[src/rtl/hazard_stall_ctrl.sv]
// Central stall/flush controller for the 5-stage pipeline: Tuse/Tnew data-hazard
// detection against E/M destinations plus the busy sequencer for the mult/div unit.
module hazard_stall_ctrl #(
  parameter int MULT_CYCLES = 5,
  parameter int DIV_CYCLES  = 10,
  parameter int CNT_W       = 32
) (
  input  logic             clk,
  input  logic             reset,
  input  logic [4:0]       d_rs,
  input  logic [4:0]       d_rt,
  input  logic [1:0]       d_tuse_rs,
  input  logic [1:0]       d_tuse_rt,
  input  logic             d_is_md,
  input  logic [4:0]       e_wa,
  input  logic [1:0]       e_tnew,
  input  logic [4:0]       m_wa,
  input  logic [1:0]       m_tnew,
  input  logic             md_start,
  input  logic             md_is_div,
  input  logic             annul_req,
  output logic             stall_pc,
  output logic             stall_fd,
  output logic             flush_de,
  output logic             annul_fd,
  output logic             md_busy,
  output logic             md_err,
  output logic [CNT_W-1:0] stall_cnt
);

  localparam logic [3:0]       MULT_LD = 4'(MULT_CYCLES);
  localparam logic [3:0]       DIV_LD  = 4'(DIV_CYCLES);
  localparam logic [CNT_W-1:0] CNT_MAX = {CNT_W{1'b1}};
  localparam logic [CNT_W-1:0] CNT_ONE = CNT_W'(1);

  logic [3:0]       md_cnt_q, md_cnt_d;
  logic             md_err_q, md_err_d;
  logic [CNT_W-1:0] stall_cnt_q, stall_cnt_d;
  logic             hz_rs_s, hz_rt_s, hz_md_s, stall_s, md_busy_s;

  // A source stalls only if a producer's result arrives later than it is needed;
  // register 0 never carries a dependency, and Tuse=3 can never be exceeded.
  function automatic logic src_hazard(
    input logic [4:0] src,
    input logic [1:0] tuse,
    input logic [4:0] ewa,
    input logic [1:0] etnew,
    input logic [4:0] mwa,
    input logic [1:0] mtnew
  );
    return (src != 5'd0) &&
           (((src == ewa) && (etnew > tuse)) || ((src == mwa) && (mtnew > tuse)));
  endfunction

  // Hazard detection and the combinational stall/annul/busy outputs.
  always_comb begin
    md_busy_s = (md_cnt_q != 4'd0) || md_start;
    hz_rs_s   = src_hazard(d_rs, d_tuse_rs, e_wa, e_tnew, m_wa, m_tnew);
    hz_rt_s   = src_hazard(d_rt, d_tuse_rt, e_wa, e_tnew, m_wa, m_tnew);
    hz_md_s   = d_is_md && md_busy_s;
    stall_s   = hz_rs_s || hz_rt_s || hz_md_s;
  end

  assign stall_pc  = stall_s;
  assign stall_fd  = stall_s;
  assign flush_de  = stall_s;
  // A stalled delay slot must survive, so stall wins over annul.
  assign annul_fd  = annul_req && !stall_s;
  assign md_busy   = md_busy_s;
  assign md_err    = md_err_q;
  assign stall_cnt = stall_cnt_q;

  // Next-state for the mult/div counter, sticky error flag and stall statistics.
  always_comb begin
    md_cnt_d    = md_cnt_q;
    md_err_d    = md_err_q;
    stall_cnt_d = stall_cnt_q;
    if (reset) begin
      md_cnt_d    = 4'd0;
      md_err_d    = 1'b0;
      stall_cnt_d = {CNT_W{1'b0}};
    end else begin
      if (md_start && (md_cnt_q == 4'd0)) begin
        md_cnt_d = md_is_div ? DIV_LD : MULT_LD;
      end else if (md_cnt_q != 4'd0) begin
        md_cnt_d = md_cnt_q - 4'd1;
      end else begin
        md_cnt_d = md_cnt_q;
      end
      // A start while occupied is dropped; only the error flag records it.
      if (md_start && (md_cnt_q != 4'd0)) begin
        md_err_d = 1'b1;
      end else begin
        md_err_d = md_err_q;
      end
      if (stall_s && (stall_cnt_q != CNT_MAX)) begin
        stall_cnt_d = stall_cnt_q + CNT_ONE;
      end else begin
        stall_cnt_d = stall_cnt_q;
      end
    end
  end

  // State registers; reset is folded into the _d logic above.
  always_ff @(posedge clk) begin
    md_cnt_q    <= md_cnt_d;
    md_err_q    <= md_err_d;
    stall_cnt_q <= stall_cnt_d;
  end

endmodule
[config.mk]
export PLATFORM = sky130hd
export DESIGN_NAME = hazard_stall_ctrl
export DESIGN_NICKNAME = d
export VERILOG_FILES = /design/src/rtl/hazard_stall_ctrl.sv
export SDC_FILE = /design/constraint.sdc
export NUM_CORES = 1
export LEC_CHECK = 0
export CORE_AREA = 2 2 61 92
export CTS_BUF_LIST = sky130_fd_sc_hd__clkbuf_2
export DETAILED_ROUTE_END_ITERATION = 10
export DIE_AREA = 0 0 63 94
export MAX_ROUTING_LAYER = met4
export PLACE_DENSITY = 0.82
export SYNTH_ARGS = -nofsm -noshare
export SYNTH_HDL_FRONTEND = slang
export SYNTH_SLANG_ARGS = --single-unit
[constraint.sdc]
create_clock -name clk -period 3.3 [get_ports clk]
set_input_delay 0.66 -clock clk [delete_from_list [all_inputs] [get_ports clk]]
set_output_delay 0.66 -clock clk [all_outputs]
set_load 0.02 [all_outputs]
==> impl_metrics.json <==
{
  "cts_tree": "built",
  "gp_congestion": 0.912,
  "synth_cells": 307,
  "yosysWarnings": 0,
  "crit_arrival_ps": 2510,
  "worst_slew_pin_slew_ps": 494,
  "leakage_nw": 1.18,
  "cts_hold_buffers": 0,
  "clkTransAtPathRegs_ps": 200,
  "clock_latency_ps": 390,
  "antenna_left": 0,
  "synthTopCellsByArea": "dfxtp_1 29%, xnor2_1 6.3%, ha_1 5.5%",
  "path_delay_family": "buffers and inverters",
  "cp-end-kind": "output port",
  "path_max_fanout": 2,
  "grt-ovfl-total": 0,
  "drt_wl_total_um": 6460,
  "num_antenna_cells": 0,
  "crit_slowest_cell": "clkdlybuf4s50_1",
  "syn_nets": 352,
  "drv_slew": 0,
  "die_y_um": 94,
  "max_freq_mhz": 316,
  "ys_types": 52,
  "cts.sinks": 37,
  "fill_cells": 446,
  "synth_commonest_cells": "37 x dfxtp_1, 30 x nor2_1, 25 x a21oi_1, 22 x nand2_1, 18 x xnor2_1",
  "grt_usage_pct": 22.4,
  "grt_pass1_wl_um": 10400,
  "fp.dieW_um": 63,
  "route.vias.total": 2621,
  "cpPeakStageDelay_ps": 540,
  "vdd_drop_max_uv": 210,
  "maxCapViolations": 0,
  "hold_path_class": "flop to flop",
  "finClkSkew_ps": 24.8,
  "syn-cell-area_mm2": 0.00251,
  "cpMostUsedCell": "buf_4",
  "port_buffers": 71,
  "synthFlopType": "dfxtp_1",
  "critPathKind": "primary input to output port",
  "area_delta_synth_final_pct": 35.9,
  "cts_root_buf": "clkbuf_2",
  "fin_cells": 454,
  "rows": 32,
  "required_ps": 2640,
  "core_mm2": 0.00508,
  "drive_gt1_share_pct": 14.0,
  "rsz0062_at_grt": "false",
  "seq_area_frac_synth_pct": 29.5,
  "drt_iter0_drc": 234,
  "status": "completed",
  "yosysMostFrequentCell": "dfxtp_1",
  "ys_async_sr_fraction_pct": 0,
  "post_drt_wl_per_cell_um": 14.2,
  "hold_viol_final": 0,
  "min_period_ps": 3170,
  "nets": 430,
  "start_util_pct": 49.4,
  "p_per_area_mw_per_mm2": 360,
  "clock_path_buffers": 2,
  "slew_headroom_pct": 66.9,
  "grt_pass1_vias": 2377,
  "synth_edf_count": 0,
  "critPathLaunchType": "primary input",
  "cts_made_buffers": 5,
  "synth_seq_cells": 37,
  "drc": 0,
  "period_share_pct": 96.0,
  "cp_num_buf_inv": 3,
  "post-cts-setup-buffers": 0,
  "crit_chain": "clkdlybuf4s50_1 -> ha_4 -> nand2_1 -> nand4_1 -> nor4_2 -> o22ai_1 -> buf_4 -> and3_1 -> buf_4",
  "drt-pass1-iter-count": 4,
  "boundaryPins": 72,
  "cts-htree-levels": 2,
  "synth_top_area_share_pct": 29.5,
  "dp.cells": 446,
  "place_hpwl_um": 5020,
  "antenna_found_initial": 0,
  "vias_per_cell": 5.77,
  "grt_max_degree": 50,
  "synth.largest_area_cell": "dfxtp_1",
  "hold_ws_ps": 507,
  "finalSetupViolCount": 0,
  "dieArea_mm2": 0.00592,
  "syn-mean-instance-area_um2": 8.19
}
==> tightest hold or removal path, delay by kind of cell, from the launching register on <==
kind	cells	cell delay [ps]
AND/OR/NAND/NOR	1	70
flip-flops	1	380
AO/OA/AOI/OAI	1	40
==> registers in the layout (all words and copies together) (netlist names) <==
name,flops
md_err,1
stall_cnt,32
md_cnt_q,4
==> cells by family (layout without fill, tap and decap cells) <==
group                    after synthesis  in the layout  share of synthesized area [%]
adder cells (fa/ha/maj)               11             11                           5.48
AND/OR/NAND/NOR                      140            140                           31.5
XOR/XNOR                              22             22                           7.67
flip-flops                            37             37                           29.5
AO/OA/AOI/OAI                         56             56                           15.0
multiplexers                          11             11                           4.88
buffers and inverters                 30            109                           6.02
==> timing repair <==
| item | in CTS | in global routing |
|---|---|---|
| hold endpoints to repair | 0 | 0 |
| cloned | 0 | 0 |
| pin swaps | 2 | 3 |
| endpoints found under the setup margin | 4 | 4 |
| resized for setup | 5 | 13 |
==> layer usage <==
metal	share of wire, %	global-route usage [%]	wire, um	up-vias
met5	0	-	0	-
met4	4.9	13.9	314	0
met3	4.9	4.20	316	23
met2	52	40.3	3390	91
met1	38	22.2	2450	1217
li1	-	-	-	1290
==> stage by stage <==
stage / setup TNS (ps) / instance area [um^2] / util, % / worst slack (ps) / total power, mW
6_report: 0 / 3420 / 67.2 / 134 / 1.23
4_1_cts: -0.538 / 3390 / 66.7 / -0.492 / 1.24
2_1_floorplan: 0 / 2510 / - / 323 / 0.805
5_1_grt: 0 / 3420 / 67.2 / 19.1 / 1.31
3_5_place_dp: -1310 / 3330 / 65.5 / -316 / 0.961
3_3_place_gp: -1160 / 3330 / 65.5 / -289 / 0.947
==> placed cells by master (no fill, tap or decap), types with 2 or more instances in the layout <==
master and n:
nand4_1 12, xor2_1 4, clkbuf_2 8, or4_1 11, nand3b_1 3, nand3_1 11
ha_4 2, inv_1 13, a21oi_1 25, clkdlybuf4s50_1 67, mux2_2 10, dfxtp_1 37
o41ai_1 5, o31ai_1 11, a211oi_1 3, nor2_1 30, nor4b_1 2, buf_4 17
o22ai_1 2, nor2b_1 11, nand4b_1 3, and3_1 4, and4_4 2, nor3_1 9
nor4_1 6, nor4_2 2, xnor2_1 18, nand2_1 22, ha_1 9
==> final timing paths <==
check | endpoint | slack, ps | depth (start not counted) | from
max | annul_fd | 130 | 9 | m_tnew[1]
max reg2reg | stall_cnt[17] | 490 | 9 | stall_cnt[0]
min reg2reg | md_err | 510 | 2 | md_err
min | md_err | 510 | 2 | md_err
==> power breakdown <==
part	switching, mW	total [mW]	internal [mW]
registers	0.0311	0.511	0.480
logic	0.237	0.436	0.199
clock network	0.156	0.282	0.126
total	0.424	1.23	0.805
==> final cells by class <==
cell class,instances,area [um^2],share of cell area (%)
tap,68,85.1,2.49
clock inverter,3,41.3,1.21
inverter,14,52.6,1.54
sequential,37,741,21.7
timing repair buffer,87,813,23.8
multi-input combinational,240,1660,48.6
clock buffer,5,25.0,0.732
No activity file was read; power rests on OpenSTA's default activity.
